--- src/rtl/xbar_pkg.sv ---
// Shared definitions for the 1-to-3 crossbar: the slave address map, response codes,
// the read/write FSM state types and a select-to-one-hot helper.
package xbar_pkg;

  localparam int NSLV = 3;

  localparam logic [1:0] RESP_OKAY   = 2'b00;
  localparam logic [1:0] RESP_DECERR = 2'b11;

  // Entry i is slave i: 0 = SRAM, 1 = UART, 2 = CLINT. Limits are inclusive.
  localparam logic [NSLV-1:0][31:0] SLV_BASE  = {32'hA000_0048, 32'hA000_03F8, 32'h8000_0000};
  localparam logic [NSLV-1:0][31:0] SLV_LIMIT = {32'hA000_004F, 32'hA000_03FF, 32'h87FF_FFFF};

  typedef enum logic [2:0] {
    R_IDLE,
    R_ADDR,
    R_DATA,
    R_ERR,
    R_ERESP
  } rstate_e;

  typedef enum logic [2:0] {
    W_IDLE,
    W_FWD,
    W_RESP,
    W_ERR,
    W_ERESP
  } wstate_e;

  function automatic logic [NSLV-1:0] sel2oh(input logic [1:0] sel);
    sel2oh = '0;
    for (int i = 0; i < NSLV; i++) begin
      if (sel == 2'(i)) sel2oh[i] = 1'b1;
    end
  endfunction

endpackage

--- src/rtl/xbar_decode.sv ---
// Combinational address decoder: maps an address onto {hit, slave index}.
// Unmapped addresses give hit=0 and index 0.
module xbar_decode
  import xbar_pkg::*;
#(
  parameter int ADDR_W = 32
) (
  input  logic [ADDR_W-1:0] addr_i,
  output logic              hit_o,
  output logic [1:0]        idx_o
);

  always_comb begin
    hit_o = 1'b0;
    idx_o = 2'd0;
    for (int i = 0; i < NSLV; i++) begin
      if (addr_i >= ADDR_W'(SLV_BASE[i]) && addr_i <= ADDR_W'(SLV_LIMIT[i])) begin
        hit_o = 1'b1;
        idx_o = 2'(i);
      end
    end
  end

endmodule

--- src/rtl/xbar_1to3.sv ---
// One-master, three-slave AXI-lite style crossbar with independent read and write FSMs.
// Unmapped accesses are answered locally with DECERR.
module xbar_1to3
  import xbar_pkg::*;
#(
  parameter int ADDR_W = 32,
  parameter int DATA_W = 32
) (
  input  logic                          clk,
  input  logic                          rst,

  input  logic [ADDR_W-1:0]             m_araddr,
  input  logic                          m_arvalid,
  output logic                          m_arready,
  output logic [DATA_W-1:0]             m_rdata,
  output logic [1:0]                    m_rresp,
  output logic                          m_rvalid,
  input  logic                          m_rready,
  input  logic [ADDR_W-1:0]             m_awaddr,
  input  logic                          m_awvalid,
  output logic                          m_awready,
  input  logic [DATA_W-1:0]             m_wdata,
  input  logic [DATA_W/8-1:0]           m_wstrb,
  input  logic                          m_wvalid,
  output logic                          m_wready,
  output logic [1:0]                    m_bresp,
  output logic                          m_bvalid,
  input  logic                          m_bready,

  output logic [NSLV*ADDR_W-1:0]        s_araddr,
  output logic [NSLV-1:0]               s_arvalid,
  input  logic [NSLV-1:0]               s_arready,
  input  logic [NSLV*DATA_W-1:0]        s_rdata,
  input  logic [2*NSLV-1:0]             s_rresp,
  input  logic [NSLV-1:0]               s_rvalid,
  output logic [NSLV-1:0]               s_rready,
  output logic [NSLV*ADDR_W-1:0]        s_awaddr,
  output logic [NSLV-1:0]               s_awvalid,
  input  logic [NSLV-1:0]               s_awready,
  output logic [NSLV*DATA_W-1:0]        s_wdata,
  output logic [NSLV*(DATA_W/8)-1:0]    s_wstrb,
  output logic [NSLV-1:0]               s_wvalid,
  input  logic [NSLV-1:0]               s_wready,
  input  logic [2*NSLV-1:0]             s_bresp,
  input  logic [NSLV-1:0]               s_bvalid,
  output logic [NSLV-1:0]               s_bready
);

  localparam int STRB_W = DATA_W / 8;

  rstate_e             rstate_q, rstate_d;
  wstate_e             wstate_q, wstate_d;
  logic [1:0]          rsel_q, rsel_d;
  logic [1:0]          wsel_q, wsel_d;
  logic                aw_done_q, aw_done_d;
  logic                w_done_q, w_done_d;
  logic                aw_hs, w_hs;

  logic                ar_hit, aw_hit;
  logic [1:0]          ar_idx, aw_idx;
  logic [NSLV-1:0]     rsel_oh, wsel_oh;
  logic [DATA_W-1:0]   sel_rdata;
  logic [1:0]          sel_rresp, sel_bresp;

  xbar_decode #(.ADDR_W(ADDR_W)) u_ar_decode (
    .addr_i (m_araddr),
    .hit_o  (ar_hit),
    .idx_o  (ar_idx)
  );

  xbar_decode #(.ADDR_W(ADDR_W)) u_aw_decode (
    .addr_i (m_awaddr),
    .hit_o  (aw_hit),
    .idx_o  (aw_idx)
  );

  assign rsel_oh = sel2oh(rsel_q);
  assign wsel_oh = sel2oh(wsel_q);

  always_comb begin
    sel_rdata = '0;
    sel_rresp = RESP_OKAY;
    sel_bresp = RESP_OKAY;
    for (int i = 0; i < NSLV; i++) begin
      if (rsel_oh[i]) begin
        sel_rdata = s_rdata[i*DATA_W +: DATA_W];
        sel_rresp = s_rresp[2*i +: 2];
      end
      if (wsel_oh[i]) sel_bresp = s_bresp[2*i +: 2];
    end
  end

  always_ff @(posedge clk) begin
    if (rst) begin
      rstate_q  <= R_IDLE;
      wstate_q  <= W_IDLE;
      rsel_q    <= 2'd0;
      wsel_q    <= 2'd0;
      aw_done_q <= 1'b0;
      w_done_q  <= 1'b0;
    end else begin
      rstate_q  <= rstate_d;
      wstate_q  <= wstate_d;
      rsel_q    <= rsel_d;
      wsel_q    <= wsel_d;
      aw_done_q <= aw_done_d;
      w_done_q  <= w_done_d;
    end
  end

  // Read path; outputs are forced quiet while rst is high.
  always_comb begin
    rstate_d  = rstate_q;
    rsel_d    = rsel_q;
    m_arready = 1'b0;
    m_rvalid  = 1'b0;
    m_rdata   = '0;
    m_rresp   = RESP_OKAY;
    s_arvalid = '0;
    s_araddr  = '0;
    s_rready  = '0;
    if (!rst) begin
      case (rstate_q)
        R_IDLE: begin
          if (m_arvalid) begin
            rsel_d   = ar_idx;
            rstate_d = ar_hit ? R_ADDR : R_ERR;
          end
        end
        R_ADDR: begin
          s_arvalid = rsel_oh & {NSLV{m_arvalid}};
          for (int i = 0; i < NSLV; i++) begin
            if (rsel_oh[i]) s_araddr[i*ADDR_W +: ADDR_W] = m_araddr;
          end
          m_arready = |(s_arready & rsel_oh);
          if (m_arvalid && m_arready) rstate_d = R_DATA;
        end
        R_DATA: begin
          m_rvalid = |(s_rvalid & rsel_oh);
          m_rdata  = sel_rdata;
          m_rresp  = sel_rresp;
          s_rready = rsel_oh & {NSLV{m_rready}};
          if (m_rvalid && m_rready) rstate_d = R_IDLE;
        end
        R_ERR: begin
          m_arready = 1'b1;
          rstate_d  = R_ERESP;
        end
        R_ERESP: begin
          m_rvalid = 1'b1;
          m_rresp  = RESP_DECERR;
          if (m_rready) rstate_d = R_IDLE;
        end
        default: rstate_d = R_IDLE;
      endcase
    end
  end

  // Write path; AW and W complete independently, tracked by the sticky done flags.
  always_comb begin
    wstate_d  = wstate_q;
    wsel_d    = wsel_q;
    aw_done_d = aw_done_q;
    w_done_d  = w_done_q;
    aw_hs     = 1'b0;
    w_hs      = 1'b0;
    m_awready = 1'b0;
    m_wready  = 1'b0;
    m_bvalid  = 1'b0;
    m_bresp   = RESP_OKAY;
    s_awvalid = '0;
    s_awaddr  = '0;
    s_wvalid  = '0;
    s_wdata   = '0;
    s_wstrb   = '0;
    s_bready  = '0;
    if (!rst) begin
      case (wstate_q)
        W_IDLE: begin
          if (m_awvalid) begin
            wsel_d   = aw_idx;
            wstate_d = aw_hit ? W_FWD : W_ERR;
          end
        end
        W_FWD: begin
          s_awvalid = wsel_oh & {NSLV{m_awvalid & ~aw_done_q}};
          s_wvalid  = wsel_oh & {NSLV{m_wvalid & ~w_done_q}};
          for (int i = 0; i < NSLV; i++) begin
            if (wsel_oh[i]) begin
              s_awaddr[i*ADDR_W +: ADDR_W] = m_awaddr;
              s_wdata[i*DATA_W +: DATA_W]  = m_wdata;
              s_wstrb[i*STRB_W +: STRB_W]  = m_wstrb;
            end
          end
          m_awready = |(s_awready & wsel_oh) & ~aw_done_q;
          m_wready  = |(s_wready & wsel_oh) & ~w_done_q;
        end
        W_RESP: begin
          m_bvalid = |(s_bvalid & wsel_oh);
          m_bresp  = sel_bresp;
          s_bready = wsel_oh & {NSLV{m_bready}};
          if (m_bvalid && m_bready) wstate_d = W_IDLE;
        end
        W_ERR: begin
          m_awready = m_awvalid & ~aw_done_q;
          m_wready  = m_wvalid & ~w_done_q;
        end
        W_ERESP: begin
          m_bvalid = 1'b1;
          m_bresp  = RESP_DECERR;
          if (m_bready) wstate_d = W_IDLE;
        end
        default: wstate_d = W_IDLE;
      endcase
      if (wstate_q == W_FWD || wstate_q == W_ERR) begin
        aw_hs = m_awvalid & m_awready;
        w_hs  = m_wvalid & m_wready;
        if ((aw_done_q | aw_hs) && (w_done_q | w_hs)) begin
          aw_done_d = 1'b0;
          w_done_d  = 1'b0;
          wstate_d  = (wstate_q == W_FWD) ? W_RESP : W_ERESP;
        end else begin
          aw_done_d = aw_done_q | aw_hs;
          w_done_d  = w_done_q | w_hs;
        end
      end
    end
  end

endmodule

--- config.mk ---
export PLATFORM = sky130hd
export DESIGN_NAME = xbar_1to3
export DESIGN_NICKNAME = d
export VERILOG_FILES = /design/src/rtl/xbar_pkg.sv /design/src/rtl/xbar_decode.sv /design/src/rtl/xbar_1to3.sv
export SDC_FILE = /design/constraint.sdc
export NUM_CORES = 1
export LEC_CHECK = 0
export ABC_AREA = 1
export CAP_MARGIN = 20
export CORE_AREA = 2 2 229 231
export DETAILED_ROUTE_END_ITERATION = 6
export DIE_AREA = 0 0 231 233
export PLACE_DENSITY = 0.45
export SYNTH_ARGS = -nofsm -noshare
export SYNTH_HDL_FRONTEND = slang
export SYNTH_HIERARCHICAL = 1
export SYNTH_SLANG_ARGS = --single-unit
--- constraint.sdc ---
create_clock -name clk -period 2.4 [get_ports clk]
set_input_delay 0.48 -clock clk [delete_from_list [all_inputs] [get_ports clk]]
set_output_delay 0.48 -clock clk [all_outputs]
set_load 0.05 [all_outputs]
# Word level (Yosys, flattened, before mapping)
# Cells that the tools add are included.
# word_totals
latchBits,0
ram_bits,0
memories,0
input_bits,230
mem_bits_ro,0
regBits,12
output_inout_bits,356
# classes
muxes,89
n_reduce_logical,24
magnitude_cmp,12
addsub,0
div_mod_pow,0
eq_ne,16
shift,0
n_bitwise,20
mul,0
# ops
op,n
$mux 96,6
$mux 32,14
$ge 32x32->1 const B,6
$le 32x32->1 const B,6
$mux 3,20
$and 3x3->3,10
$mux 12,2
$mux 2,12
$mux 1,23
$pmux 3 s5,1
$reduce_or 3->1,5
$eq 3x2->1 const B,4
$mux 4,3
$pmux 3 s4,1
$logic_and 1x1->1,10
$pmux 1 s2,5
$ne 2x2->1 const B,4
$pmux 2 s2,2
$and 1x1->1,6
$eq 3x1->1 const B,2
$eq 3x3->1 const B,2
$logic_not 3->1,2
$eq 2x1->1 const B,2
$eq 2x2->1 const B,2
7 further kinds,11

# Longest topological paths before layout
# depth
ltp_word,12
mapped_depth,14
ltp_nobuf,14

# Hierarchy
# The synthesis kept the hierarchy.
# by_module_without_submodules
mod,area_per_inst_um2,cells_per_inst,instances,seq_area_each_um2
xbar_1to3,3455.8,818,1,240.2
xbar_decode,382.9,84,2,0.0

# Worst setup path before layout
# Ideal clock, no wire load.
# synth_timing
path_kind,input to output
from,input rst
to,output s_bready[0]
required_time_ns,1.920
stages,5
setup_slack_ns,-0.298
t_arrival_ns,2.218
path_buffers,2
cell_sequence,clkbuf_1 inv_2 clkbuf_1 nand3_1 nor3_1
# synth_between
elab_chain_len,1
# synth_rtl
element,line_no,text
"start, declared",xbar_1to3.sv:10,"input logic rst,"
$mux 3,xbar_1to3.sv:177,if (!rst) begin
"end, declared",xbar_1to3.sv:46,output logic [NSLV-1:0] s_bready
# Every way passes these cells.

# Worst setup path in the final report
# layout_timing
from,register rstate_q[0]
to,output s_araddr[92]
# layout_between
elab_chain_len,3
# layout_rtl
element,line_no,text
"start, declared",xbar_1to3.sv:51,"rstate_e rstate_q, rstate_d;"
"start signal, assigned",xbar_1to3.sv:102,rstate_q <= rstate_d;
$eq 3x1->1,xbar_1to3.sv:123,case (rstate_q)
$mux 96,xbar_1to3.sv:123,
$mux 96,xbar_1to3.sv:122,if (!rst) begin
"end, declared",xbar_1to3.sv:30,"output logic [NSLV*ADDR_W-1:0] s_araddr,"
# Every way passes these cells.

==> results.py <==
metrics = {
    "outcome": {
        "outcome": "completed",
    },
    "logic_synthesis": {
        "synth_top_area_share_pct": 32.72,
        "ys_warn_count": 6,
        "synth_area_leader_cell": "nor2_1",
        "synth.avg_cell_area_um2": 4.281,
        "synth-seq-cells": 12,
        "synth-edff-count": 0,
        "yosysSeqAreaShare_pct": 5.691,
        "netlist_area_um2": 4222,
        "synthCells": 986,
        "netlist_top_cells_area": "nor2_1 (33%), nand2_1 (23%), inv_1 (13%)",
        "syn-num-nets": 1216,
        "synth_flop_cell": "dfxtp_1",
        "synth_cell_types": 25,
        "synth_top_cells_by_count": "nor2_1 (368), nand2_1 (260), inv_1 (144)",
        "synth_most_common_cell": "nor2_1",
        "synthArstFlopShare_pct": 0,
    },
    "worst_setup_path": {
        "path_cells": "inv_1, nor2_1, nand2_1, inv_1, nand2_1, buf_4, nor2_1, buf_12",
        "rr_startpoint": "rsel_q[1]",
        "start_kind": "flop",
        "crit_buf_inv": 4,
        "cp_top_family": "buffers and inverters",
        "r2r_cells": 8,
        "endpoint_kind": "output pin",
        "path_max_fanout": 33,
        "critPathSlowestCell": "dfxtp_1",
        "cp.required_ns": 1.92,
        "r2r-end": "rstate_q[1]",
        "r2r_setup_slack_ns": 0.84,
        "arrival_ns": 1.79,
        "cpPeakStageDelay_ns": 0.32,
        "setup.worst_path.class": "flop to output pin",
    },
    "clock_tree": {
        "cts_htree_levels": 1,
        "cts_buffers": 3,
        "cts-root-buf": "clkbuf_16",
        "worstSkewPairLatency_ns": 0.24,
        "cts_buffer_depth": 2,
        "clock-sinks": 12,
        "cts_tree": "built",
        "cts.clk_slew.worst_paths_ns": 0.05,
    },
    "timing": {
        "slew_viol_final": 0,
        "slew_headroom_pct": 65.10,
        "setup-violations-final": 0,
        "fin_crit_sh_pct": 94.66,
        "post-route-min-period_ns": 2.272,
        "rsz0062_at_grt": "yes",
        "max_freq_mhz": 440.2,
        "clock_skew_ns": 0.0006166,
        "finalHoldViolCount": 0,
        "tightest_slew_ns": 0.5187,
    },
    "global_routing": {
        "antenna_found_initial": 6,
        "grt_max_degree": 48,
        "grt_pass1_vias": 8463,
        "grt_pass1_wl_mm": 53.66,
        "gr-usage-all-layers_pct": 13.08,
        "grt_overflow": 0,
    },
    "worst_hold_path": {
        "hold_depth": 2,
        "hold_path_class": "flop to flop",
        "hold-path-endpoint": "w_done_q",
        "hp-start": "w_done_q",
    },
    "detailed_routing": {
        "met1_length_mm": 14.63,
        "wl_per_cell_um": 16.64,
        "met2RoutedLength_mm": 19.29,
        "drt_iter0_drc": 289,
        "wl_mm": 37.76,
        "ant_nets": 0,
        "drt_pass1_iterations": 4,
        "top_layer": "met5",
        "remaining_drc_errors": 0,
        "vias": 8235,
        "viasPerCell": 3.629,
        "wl_met3_mm": 3.159,
    },
    "floorplanning": {
        "fp.dieH_um": 233,
        "design.die.area_um2": 53820,
        "die_x_um": 231,
        "start_util_pct": 8.262,
        "rows": 83,
        "coreArea_um2": 51090,
        "num_io_pins": 586,
    },
    "place": {
        "dp_cells": 2260,
        "gp_congestion": 0.8410,
        "port_buffers": 585,
        "hpwl_mm": 32.66,
    },
    "pwr": {
        "leakagePower_nw": 6.697,
        "powerDensity_nw_per_um2": 252.2,
        "ir_worst_vdd_v": 0.0001536,
    },
    "finish": {
        "post-route-util_pct": 29.73,
        "drive_gt1_share_pct": 31.32,
        "nets": 1818,
        "num-fill-cells": 5501,
        "layoutNonFillerInstCount": 2269,
        "area_growth_pct": 259.8,
    },
    "run": {
        "cap_violations": 0,
    },
}
[worst min-delay path, cell delays in order, from the launching register on]
cell and delay, ns:
dfxtp_1 0.32, nand2_1 0.07, a21oi_1 0.06
[per-stage QoR]
stage | setup TNS [ns] | setup slack [ns] | power (W) | area, um^2 | hold slack (ns)
6_report | 0 | 0.1282 | 0.003831 | 15190 | 0.4897
5_1_grt | -0.3567 | -0.02982 | 0.004070 | 15190 | 0.5194
4_1_cts | 0 | 0.004865 | 0.003864 | 15120 | 0.4877
3_5_place_dp | -2.008 | -0.1766 | 0.003469 | 14940 | 0.4809
3_3_place_gp | -2.239 | -0.1960 | 0.003470 | 14940 | 0.4755
2_1_floorplan | -0.8943 | -0.2981 | 0.001734 | 4252 | 0.4577
[sequential cells by signal (all words and copies together), names as in the netlist]
name,count
w_done_q,1
aw_done_q,1
wsel_q,2
rstate_q,3
rsel_q,2
wstate_q,3
[cell type report]
| type | instances | area [um^2] | area share, % |
|---|---|---|---|
| repair buffers | 645 | 10090 | 66.45 |
| multi-input cells | 772 | 3326 | 21.89 |
| well taps | 680 | 850.8 | 5.601 |
| inverters | 154 | 580.6 | 3.822 |
| flip-flops and latches | 12 | 245.2 | 1.614 |
| clock buffers | 4 | 88.84 | 0.5848 |
| diodes | 2 | 5.005 | 0.03295 |
[power by group]
| part | switching (W) | internal (W) |
|---|---|---|
| Combinational | 0.00179 | 0.00142 |
| Sequential | 0.0000396 | 0.000229 |
| Clock | 0.0000993 | 0.000253 |
| Total | 0.00193 | 0.00190 |
[how the worst max path moves through the flow]
stage / startpoint / to / slack [ns] / cells after the start
2_1_floorplan: rst / s_bready[0] / -0.30 / 5
3_3_place_gp: m_araddr[25] / rstate_q[1] / -0.20 / 11
3_5_place_dp: m_araddr[25] / rstate_q[1] / -0.18 / 11
4_1_cts: wstate_q[2] / s_awaddr[1] / 0.005 / 8
5_1_grt: rstate_q[0] / s_araddr[63] / -0.03 / 8
6_report: rstate_q[0] / s_araddr[92] / 0.13 / 8
[timing repair]
item / 4_1_cts / 5_1_grt
hold buffers: 0 / 0
resized for setup: 8 / 27
setup endpoints to repair: 77 / 146
cloned: 2 / 0
setup buffers: 1 / 0
[metal layers]
metal | up-vias | GRT usage, %
met1 | 3705 | 14.86
met3 | 36 | 3.909
met5 | - | 0
met2 | 360 | 24.04
met4 | 6 | 2.621
li1 | 4128 | -
[cell families after synthesis]
logic type	count (synthesis)	synth area share, %
buf+inv	202	18.52
simple gates	741	71.64
compound gates	31	4.149
flops	12	5.691
[layout by cell type, fill, tap and decap left out, drive strengths merged]
cell	count
buf	414
nor2	382
nand2	265
clkdlybuf4s50	228
inv	154
nand3	66
a21oi	21
dfxtp	12
nor3	10
nand4	7
o21ai	5
clkbuf	4
a41oi	3
or2	3
diode	2
bufbuf	2
nor4	2
nand3b	2
nor3b	2
and2	2
a211oi	1
a31oi	1
dlygate4sd2	1
No activity file was read; power rests on OpenSTA's default activity.
